## src/rtl/irq_sched_27.sv

```systemverilog
// Priority-interrupt front end: latches request edges from three 9-channel buses,
// picks a fixed-priority winner and runs the host ack/EOI handshake.
module irq_sched_27 #(
  parameter int unsigned NCH   = 9,
  parameter int unsigned VEC_W = 5
) (
  input  logic               CK,
  input  logic               RN,
  input  logic [NCH-1:0]     req_a,
  input  logic [NCH-1:0]     req_b,
  input  logic [NCH-1:0]     req_c,
  input  logic [NCH-1:0]     en_i,
  input  logic               ack_i,
  input  logic               eoi_i,
  output logic               irq_o,
  output logic [VEC_W-1:0]   vec_o,
  output logic               busy_o,
  output logic [3*NCH-1:0]   pend_o
);

  localparam int unsigned NB = 3 * NCH;

  typedef enum logic [1:0] {StIdle, StPend, StService} state_e;

  state_e            state_q, state_d;
  logic [NB-1:0]     req_q;
  logic [NB-1:0]     pend_q, pend_d;
  logic [VEC_W-1:0]  vec_q, vec_d;
  logic              irq_q, irq_d;
  logic              busy_q, busy_d;

  logic [NB-1:0]     req_all;
  logic [NB-1:0]     set_bits;
  logic [NB-1:0]     clr_bits;
  logic [NB-1:0]     elig;
  logic [VEC_W-1:0]  winner;

  assign req_all  = {req_c, req_b, req_a};
  assign set_bits = req_all & ~req_q;
  assign elig     = pend_q & {en_i, en_i, en_i};

  // Bit index equals vector, so the lowest set bit is the highest-priority request.
  always_comb begin
    winner = '0;
    for (int i = int'(NB) - 1; i >= 0; i--) begin
      if (elig[i]) winner = VEC_W'(i);
    end
  end

  always_comb begin
    state_d  = state_q;
    vec_d    = vec_q;
    irq_d    = irq_q;
    busy_d   = busy_q;
    clr_bits = '0;
    unique case (state_q)
      StIdle: begin
        if (elig != '0) begin
          vec_d   = winner;
          irq_d   = 1'b1;
          state_d = StPend;
        end
      end
      StPend: begin
        if (ack_i) begin
          clr_bits[vec_q] = 1'b1;
          irq_d           = 1'b0;
          busy_d          = 1'b1;
          state_d         = StService;
        end
      end
      StService: begin
        if (eoi_i) begin
          busy_d  = 1'b0;
          state_d = StIdle;
        end
      end
      default: state_d = StIdle;
    endcase
    // A fresh edge on the bit being acknowledged must survive the clear.
    pend_d = (pend_q & ~clr_bits) | set_bits;
  end

  always_ff @(posedge CK or negedge RN) begin
    if (!RN) begin
      state_q <= StIdle;
      req_q   <= '0;
      pend_q  <= '0;
      vec_q   <= '0;
      irq_q   <= 1'b0;
      busy_q  <= 1'b0;
    end else begin
      state_q <= state_d;
      req_q   <= req_all;
      pend_q  <= pend_d;
      vec_q   <= vec_d;
      irq_q   <= irq_d;
      busy_q  <= busy_d;
    end
  end

  assign irq_o  = irq_q;
  assign vec_o  = vec_q;
  assign busy_o = busy_q;
  assign pend_o = pend_q;

endmodule
```

## config.mk

```make
export PLATFORM = sky130hd
export DESIGN_NAME = irq_sched_27
export DESIGN_NICKNAME = d
export VERILOG_FILES = /design/src/rtl/irq_sched_27.sv
export SDC_FILE = /design/constraint.sdc
export NUM_CORES = 1
export LEC_CHECK = 0
export CAP_MARGIN = 40
export CORE_MARGIN = 1
export CORE_UTILIZATION = 40
export DETAILED_ROUTE_END_ITERATION = 12
export GPL_ROUTABILITY_DRIVEN = 0
export PLACE_DENSITY = 0.64
export SYNTH_ARGS = -nofsm -noshare
export SYNTH_HDL_FRONTEND = slang
export SYNTH_SLANG_ARGS = --single-unit
```

## constraint.sdc

```tcl
create_clock -name CK -period 2.3 [get_ports CK]
set_input_delay 0.46 -clock CK [delete_from_list [all_inputs] [get_ports CK]]
set_output_delay 0.46 -clock CK [all_outputs]
set_load 0.02 [all_outputs]
```

-- Word level (Yosys, flattened, before mapping)
Index checks and enable logic that the tools add are counted.
- register bits after elaboration: 63
- input port bits: 40
- output and inout port bits: 34
- word-level logic and storage cells: 69
- order comparisons: 2
- equal/unequal tests: 5
- mux-type cells: 41
- bitwise logic cells: 6
- reduce and logical (&&, ||, !) cells: 9
- operators by type and width (kind ; number):
    two-way mux 5 bit ; 27
    AND 27 bit ; 3
    two-way mux 27 bit ; 2
    inverter 27 bit ; 2
    OR 27 bit ; 1
    nonzero test 27 bit ; 1
    AND reduction 3 bit ; 3
    less-than comparator 5 x 6 -> 1 bit, second input constant ; 1
    two-way mux 2 bit ; 3
    inequality test 2 bit, second input constant ; 3
    case mux 2 bit (3 select lines) ; 1
    demux 1 bit (select 5 bit) ; 1
    >= comparator 5 x 1 -> 1 bit, second input constant ; 1
    two-way mux 1 bit ; 5
    case mux 1 bit (2 select lines) ; 2
    nonzero test 2 bit ; 2
    == test 2 x 1 -> 1 bit, second input constant ; 1
    == test 2 bit, second input constant ; 1
    logical NOT 2 bit ; 1
    AND reduction 2 bit ; 1
    logical AND 1 bit ; 1

-- Logic depth before layout (Yosys ltp)
Gate-level depths: netlist (run 1).
- depth in word-level cells: 28
- gate-level depth with buffers: 6
- gate-level depth less buffers: 5

-- Worst setup path after synthesis (run 1)
Ideal clock, no wire load.
- path kind: input -> register
- start point: in en_i[2]
- end point: reg vec_q[2] (netlist: vec_o[2])
- library setup time: 0.125 ns
- arrival: 1.730 ns
- required time: 2.175 ns
- slack: 0.445 ns
- stages: 6
- buffers on the path: 1
- cell sequence: buf_6 -> a22o_1 -> nand4b_4 -> nand3b_4 -> o31ai_4 -> mux2_4
- longest elaborated chain between the ends: 22
- ends and longest elaborated chain (element ; line ; text):
    start: declaration ; 12 ; input logic [NCH-1:0] en_i,
    AND 27 bit (*) ; 40 ; assign elig = pend_q & {en_i, en_i, en_i};
    two-way mux 5 bit (21 in a row) ; 46 ; if (elig[i]) winner = VEC_W'(i);
    end signal: assignment ; 96 ; vec_q <= vec_d;
    end: declaration ; 28 ; logic [VEC_W-1:0] vec_q, vec_d;
Mark *: on every way between the ends. The rest lies on a longest branch, timed or not.
A chain may end at the register's enable or synchronous reset.

-- Final worst setup path (run 1)
- start point: in en_i[8]
- end point: reg vec_q[2] (netlist: vec_o[2])
- longest elaborated chain between the ends: 19
- ends and longest elaborated chain (element ; line):
    AND 27 bit (*) ; 40
    two-way mux 5 bit (18 in a row) ; 46
Marks and branches as above.

==> insert_results.sql, run 1 <==
INSERT INTO impl_metrics (metric_group, metric, value, unit) VALUES
('timing', 'report.final.setup_viol', '0', ''),
('pwr', 'max-vdd-ir-drop', '0.521', 'mV'),
('clock_tree', 'tritoncts_clock_tree', 'built', ''),
('global_route', 'grt.busiest_layer', 'met2', ''),
('clock_tree', 'clock_sink_count', '63', ''),
('timing', 'clock-skew-final', '0.00521', 'ns'),
('clock_tree', 'ctsHoldBuffers', '0', ''),
('critical_path', 'slowest_delay', '0.49', 'ns'),
('logic_synthesis', 'library_cell_with_the_largest_summed_area_after_synthesis', 'dfrtp_1', ''),
('critical_path', 'critical_path_peak_fanout', '4', ''),
('timing', 'maxSlewViolCount', '0', ''),
('global_route', 'via_count_of_the_first_global_routing_pass', '2412', ''),
('global_route', 'maximum_number_of_pins_on_one_net_before_global_route_repair', '36', ''),
('clock_tree', 'cts_post_setup_buffers_inserted', '0', ''),
('logic_synthesis', 'yosys_warnings', '0', ''),
('drt', 'postRouteWirelength', '7450', 'µm'),
('drt', 'remaining_number_of_nets_flagged_by_the_antenna_check_after_routing', '0', ''),
('pwr', 'swShare', '0.326', ''),
('clock_tree', 'cts_h_tree_depth', '3', ''),
('critical_path', 'cp.arrival', '2.28', 'ns'),
('logic_synthesis', 'yosys_register_bits', '63', ''),
('global_route', 'grt_util_met3', '0.0613', ''),
('drt', 'detail_route.first_pass.iterations', '9', ''),
('drt', 'remaining_drc_errors', '8', ''),
('pwr', 'clock_power_share', '0.280', ''),
('timing', 'clock.fmax', '0.485', 'GHz'),
('run_status', 'outcome', 'finished with violations', ''),
('logic_synthesis', 'most_instantiated_library_cell_after_synthesis', 'dfrtp_1', ''),
('floorplan', 'design.die.area', '0.00706', 'mm²'),
('critical_path', 'cp.required', '2.52', 'ns'),
('worst_hold_path', 'worst_hold_path_type', 'primary input to asynchronous set/reset pin', ''),
('global_route', 'global_route.usage.met2', '0.359', ''),
('floorplan', 'design.core.area', '0.00642', 'mm²'),
('timing', 'period_share', '0.896', ''),
('critical_path', 'cpLargestDelayFamily', 'compound AO/OA/AOI/OAI gates', ''),
('drt', 'count_of_routing_violations_after_the_opening_detailed_route_iteration', '140', ''),
('run_status', 'failed_checks', 'design-rule violations', ''),
('critical_path', 'criticalPathCategory', 'primary input to register', ''),
('logic_synthesis', 'synthesis.nets', '293', ''),
('critical_path', 'timing.critical_path.to_type', 'register', ''),
('drt', 'vias_per_cell', '5.39', ''),
('pwr', 'pwr_cell_area', '882', 'mW/mm²'),
('global_route', 'global_route.usage.total', '0.229', ''),
('logic_synthesis', 'postSynth.asyncResetShare', '1.00', ''),
('finish', 'nNetsFinal', '393', ''),
('floorplan', 'initial_utilization', '0.419', ''),
('logic_synthesis', 'postSynthAreaPerCell', '10.6', 'µm²'),
('clock_tree', 'cts.root.buffer_cell', 'clkbuf_8', ''),
('logic_synthesis', 'synth_cells', '253', ''),
('critical_path', 'critical_path.n_buffers_inverters', '1', ''),
('drt', 'wl_per_cell', '17.2', 'µm'),
('floorplan', 'die_height', '84.0', 'µm'),
('clock_tree', 'clk_latency', '0.33', 'ns'),
('logic_synthesis', 'synth_top_cells_by_count', '63 x dfrtp_1, 57 x o21ai_0, 30 x inv_1', ''),
('clock_tree', 'cts.repair.resized', '0', ''),
('clock_tree', 'cts.path.max_buffers', '2', ''),
('critical_path', 'cp-start-kind', 'primary input', ''),
('pwr', 'switching_component_of_the_power', '1110', 'µW'),
('placement', 'placement.io_buffers', '73', ''),
('logic_synthesis', 'netlist-cell-type-count', '42', ''),
('floorplan', 'io_pins', '74', ''),
('floorplan', 'die_width', '84.0', 'µm'),
('placement', 'hpwlAfterDp', '5690', 'µm'),
('pwr', 'sequential_cell_fraction_of_total_power', '0.424', ''),
('flow_run', 'maxCapViolCount', '0', ''),
('drt', 'dr_total_vias', '2340', ''),
('finish', 'drive_gt1_frac', '0.134', ''),
('logic_synthesis', 'synth_seq_area_share', '0.586', ''),
('logic_synthesis', 'area_of_the_mapped_netlist', '0.00269', 'mm²'),
('clock_tree', 'cts.clk_slew.worst_paths', '0.07', 'ns'),
('critical_path', 'ff2ff_path_depth', '5', '');
-- through the flow --
step                utilization  worst slack, ns  instance area, µm²  TNS [ns]  cells
floorplan                     -            0.445                2690         0    253
global placement          0.568          0.00592                3640         0    419
detailed placement        0.568          -0.0627                3640    -0.107    419
CTS                       0.598            0.289                3840         0    434
global route              0.598            0.194                3840         0    434
finish                    0.598            0.238                3840         0    434
-- area by class of cell --
cell class | count | area [µm²]
Fill cell | 555 | 2580
Sequential cell | 63 | 1580
Multi-Input combinational cell | 158 | 986
Timing Repair Buffer | 91 | 873
Clock buffer | 11 | 151
Inverter | 30 | 113
Tap cell | 77 | 96.3
Clock inverter | 4 | 45.0
-- cells in the final DEF (no fill, tap or decap), drive strengths merged, types with 3 or more instances in the layout --
master and n:
clkdlybuf4s50 72, dfrtp 63, o21ai 57, inv 30, nand2 23, buf 19
clkbuf 11, nand3 9, a22oi 9, a21oi 7, nand3b 7, a22o 7
nor2 5, or3 4, clkinv 3
-- worst max path at each step --
stage | startpoint | end | slack (ns) | cells past startpoint
2_1_floorplan | en_i[2] | vec_o[2] | 0.45 | 6
3_3_place_gp | en_i[4] | vec_o[2] | 0.006 | 6
3_5_place_dp | en_i[8] | vec_o[2] | -0.06 | 6
4_1_cts | vec_o[3] | vec_o[3] | 0.29 | 1
5_1_grt | en_i[8] | vec_o[1] | 0.19 | 7
6_report | en_i[8] | vec_o[2] | 0.24 | 6
-- registers in the layout (all words and copies together) (netlist names) --
signal and count:
busy_o 1, irq_o 1, pend_o 27, req_q 27, state_q 2, vec_o 5
-- worst reg2reg max path, stage by stage (launching register included) --
cell and delay (ns):
dfrtp_1 0.42, a22oi_1 0.43, nand4b_4 0.15, nand3b_4 0.21
o31ai_4 0.21, mux2_4 0.32
-- power groups by stage --
| stage | Combinational (µW) | Sequential (µW) | Clock [µW] |
|---|---|---|---|
| 2_1_floorplan | 375 | 1530 | 0 |
| 3_3_place_gp | 992 | 1460 | 0 |
| 3_5_place_dp | 1000 | 1460 | 0 |
| 4_1_cts | 1010 | 1440 | 972 |
| 5_1_grt | 1080 | 1460 | 1030 |
| 6_report | 1000 | 1440 | 949 |
-- metal layers --
metal / part of all wire / wire length (µm)
met3: 0.069 / 517
met2: 0.46 / 3450
met5: 0 / 0
met4: 0.016 / 116
met1: 0.45 / 3360
-- cells by family (layout without fill, tap and decap cells) --
group,Yosys count,after routing,synth area share
compound gates,99,99,0.235
flops,63,63,0.586
simple gates,57,57,0.122
buf+inv,32,136,0.0479
mux,2,2,0.00930
Note: power is estimated with default switching activity, not from simulation.
==> run 2: changes to the inputs <==
--- a/config.mk
+++ b/config.mk
@@ -8,9 +8,11 @@
 export CAP_MARGIN = 40
 export CORE_MARGIN = 1
 export CORE_UTILIZATION = 40
+export CTS_CLUSTER_SIZE = 10
 export DETAILED_ROUTE_END_ITERATION = 12
+export DONT_BUFFER_PORTS = 1
 export GPL_ROUTABILITY_DRIVEN = 0
-export PLACE_DENSITY = 0.64
+export PLACE_DENSITY = 0.5
 export SYNTH_ARGS = -nofsm -noshare
 export SYNTH_HDL_FRONTEND = slang
 export SYNTH_SLANG_ARGS = --single-unit
==> run 2 against run 1 <==
The run still ends with design-rule violations left; cell count decreased by 17%; via count is 12% lower; sequential cell count did not move; sequential share of layout area rose by 10 points.
==> insert_results.sql, run 2 (synthesis results as in run 1) <==
INSERT INTO impl_metrics (metric_group, metric, value, unit) VALUES
('worst_hold_path', 'worst_hold_path_type', 'primary input to register', ''),
('global_route', 'wire_length_of_the_first_global_routing_pass', '11500', 'µm'),
('timing', 'period_share', '0.907', ''),
('critical_path', 'criticalPathCategory', 'register to register', ''),
('worst_hold_path', 'timing.hold.worst_path_depth', '0', ''),
('clock_tree', 'cts.repair.resized', '0', ''),
('drt', 'count_of_routing_violations_after_the_opening_detailed_route_iteration', '201', ''),
('critical_path', 'ff2ff_path_depth', '5', ''),
('drt', 'vias_per_cell', '5.71', ''),
('critical_path', 'timing.critical_path.to_type', 'register', ''),
('global_route', 'via_count_of_the_first_global_routing_pass', '2115', ''),
('finish', 'syn2layout_area_growth', '14.4', '%'),
('floorplan', 'design.core.area', '0.00642', 'mm²'),
('pwr', 'total_power_draw', '2960', 'µW'),
('clock_tree', 'cts.root.buffer_cell', 'clkbuf_8', ''),
('clock_tree', 'cts.clk_slew.worst_paths', '0.07', 'ns'),
('finish', 'mostFrequentLayoutCell', 'dfrtp_1', ''),
('timing', 'clock.fmax', '0.480', 'GHz'),
('critical_path', 'crit_path_top_delay_cell', 'dfrtp_1', ''),
('timing', 'finalHoldViolCount', '0', ''),
('timing', 'max-slew-margin-rel', '0.666', ''),
('timing', 'setup_repair_after_global_routing_missed_its_margin', 'false', ''),
('drt', 'postRouteWirelength', '7290', 'µm'),
('drt', 'dr_total_vias', '2050', ''),
('floorplan', 'initial_utilization', '0.419', ''),
('critical_path', 'worstPathCellList', 'a22oi_1 -> nand3_1 -> or2_4 -> o31ai_4 -> mux2_4', ''),
('pwr', 'swShare', '0.360', ''),
('finish', 'drive_gt1_frac', '0.152', ''),
('finish', 'nNetsFinal', '318', ''),
('timing', 'final_critical_path_time_including_i_o_delays_and_setup', '2.09', 'ns'),
('placement', 'placement.io_buffers', '0', ''),
('timing', 'finalSetupTns', '0', 'ns'),
('pwr', 'pwr_cell_area', '963', 'mW/mm²'),
('floorplan', 'die_width', '84.0', 'µm'),
('drt', 'wl_per_cell', '20.3', 'µm'),
('pwr', 'sequential_cell_fraction_of_total_power', '0.524', ''),
('timing', 'setup_ws', '0.215', 'ns'),
('floorplan', 'design.die.area', '0.00706', 'mm²'),
('placement', 'preCtsSetupSlack', '0.241', 'ns'),
('floorplan', 'num_rows', '29', ''),
('drt', 'remaining_drc_errors', '10', ''),
('pwr', 'switching_component_of_the_power', '1070', 'µW'),
('clock_tree', 'cts_h_tree_depth', '3', ''),
('critical_path', 'slowest_delay', '0.48', 'ns'),
('drt', 'remaining_number_of_nets_flagged_by_the_antenna_check_after_routing', '0', ''),
('timing', 'clock-skew-final', '0.00737', 'ns'),
('run_status', 'failed_checks', 'design-rule violations', ''),
('timing', 'worstMarginPinSlew', '0.500', 'ns'),
('critical_path', 'cp.required', '2.53', 'ns'),
('clock_tree', 'tritoncts_clock_tree', 'built', ''),
('clock_tree', 'cts_post_setup_buffers_inserted', '0', ''),
('pwr', 'cell_internal_pwr', '1900', 'µW'),
('critical_path', 'cp.arrival', '2.32', 'ns'),
('clock_tree', 'cts_buffers', '9', ''),
('clock_tree', 'clock_sink_count', '63', ''),
('drt', 'detail_route.first_pass.iterations', '9', ''),
('clock_tree', 'clk_latency', '0.35', 'ns'),
('critical_path', 'cp-start-kind', 'register', ''),
('flow_run', 'maxCapViolCount', '0', ''),
('pwr', 'clock_power_share', '0.279', ''),
('floorplan', 'die_height', '84.0', 'µm'),
('run_status', 'outcome', 'finished with violations', ''),
('floorplan', 'io_pins', '74', ''),
('critical_path', 'critical_path_peak_fanout', '5', ''),
('placement', 'hpwlAfterDp', '5430', 'µm'),
('finish', 'layout_common_cells', '63 x dfrtp_1, 57 x o21ai_0, 30 x inv_1, 23 x nand2_1, 14 x buf_4', ''),
('timing', 'report.final.setup_viol', '0', ''),
('timing', 'maxSlewViolCount', '0', ''),
('global_route', 'overflow_left_after_global_routing', '0', ''),
('global_route', 'global_route.usage.total', '0.225', ''),
('pwr', 'power.static_leakage', '0.00132', 'µW'),
('finish', 'antennaDiodeCount', '0', ''),
('global_route', 'maximum_number_of_pins_on_one_net_before_global_route_repair', '64', ''),
('pwr', 'power.combinational.fraction', '0.197', ''),
('pwr', 'max-vdd-ir-drop', '0.400', 'mV'),
('global_route', 'antenna_found_initial', '0', ''),
('clock_tree', 'cts.path.max_buffers', '2', '');
## run 2: cell types whose count changed in the layout (fill, tap and decap cells not counted)
cell             before  now
buf_12                1    0
buf_16                0    1
buf_2                 1    0
buf_4                17   14
bufinv_16             1    0
clkbuf_1              0    1
clkbuf_8             11   10
clkdlybuf4s50_1      72    0
clkinvlp_4            0    1
dlygate4sd3_1         0    1
## run 2: repair_timing
item	in CTS	in global routing
hold endpoints to repair	63	0
setup endpoints to repair	0	0
hold buffers	2	0
## run 2: power by group through the flow
stage	Sequential (µW)	Clock [µW]	Combinational [µW]
after detailed placement	1580	0	554
final	1550	826	584
after global placement	1580	0	558
after floorplan	1530	0	375
after CTS	1560	849	588
after global routing	1580	898	657
## run 2: path summary, 6_finish.rpt
kind	slack, ns	start	end
max reg2reg	0.21	pend_o[19]	vec_o[2]
max	0.21	pend_o[19]	vec_o[2]
min	0.14	req_b[1]	req_q[10]
min in group asynchronous	0.64	RN	pend_o[23]
min reg2reg	0.41	req_q[19]	pend_o[19]
max in group asynchronous	1.39	RN	pend_o[16]
## run 2: cell type report
| cell class | instances | area, µm² |
|---|---|---|
| clock buffer | 11 | 141 |
| tap | 77 | 96.3 |
| inverter | 30 | 113 |
| clock inverter | 4 | 22.5 |
| fill | 628 | 3340 |
| sequential | 63 | 1580 |
| timing repair buffer | 16 | 143 |
| multi-input combinational | 158 | 986 |
## run 2: metrics by stage
stage	util	hold WS, ns	instance area [µm²]	std cells
2_1_floorplan	-	0.164	2690	253
3_3_place_gp	0.448	0.166	2880	342
3_5_place_dp	0.448	0.166	2880	342
4_1_cts	0.479	0.124	3080	359
5_1_grt	0.479	0.117	3080	359
6_report	0.479	0.136	3080	359
## run 2: per-layer routing
layer  GRT usage  routed length (µm)  vias to the layer above
met1       0.285                3130                     1001
met3      0.0930                 726                       11
met5           0                   0                        -
li1            -                   -                      949
met2       0.338                3310                       89
met4      0.0940                 118                        0
## run 2: critical path: cells and delay by family (launching register included)
kind / cells / cell delay, ns
AOI/OAI and AO/OA: 2 / 0.70
DFF: 1 / 0.48
muxes: 1 / 0.33
and+or+nand+nor: 2 / 0.46
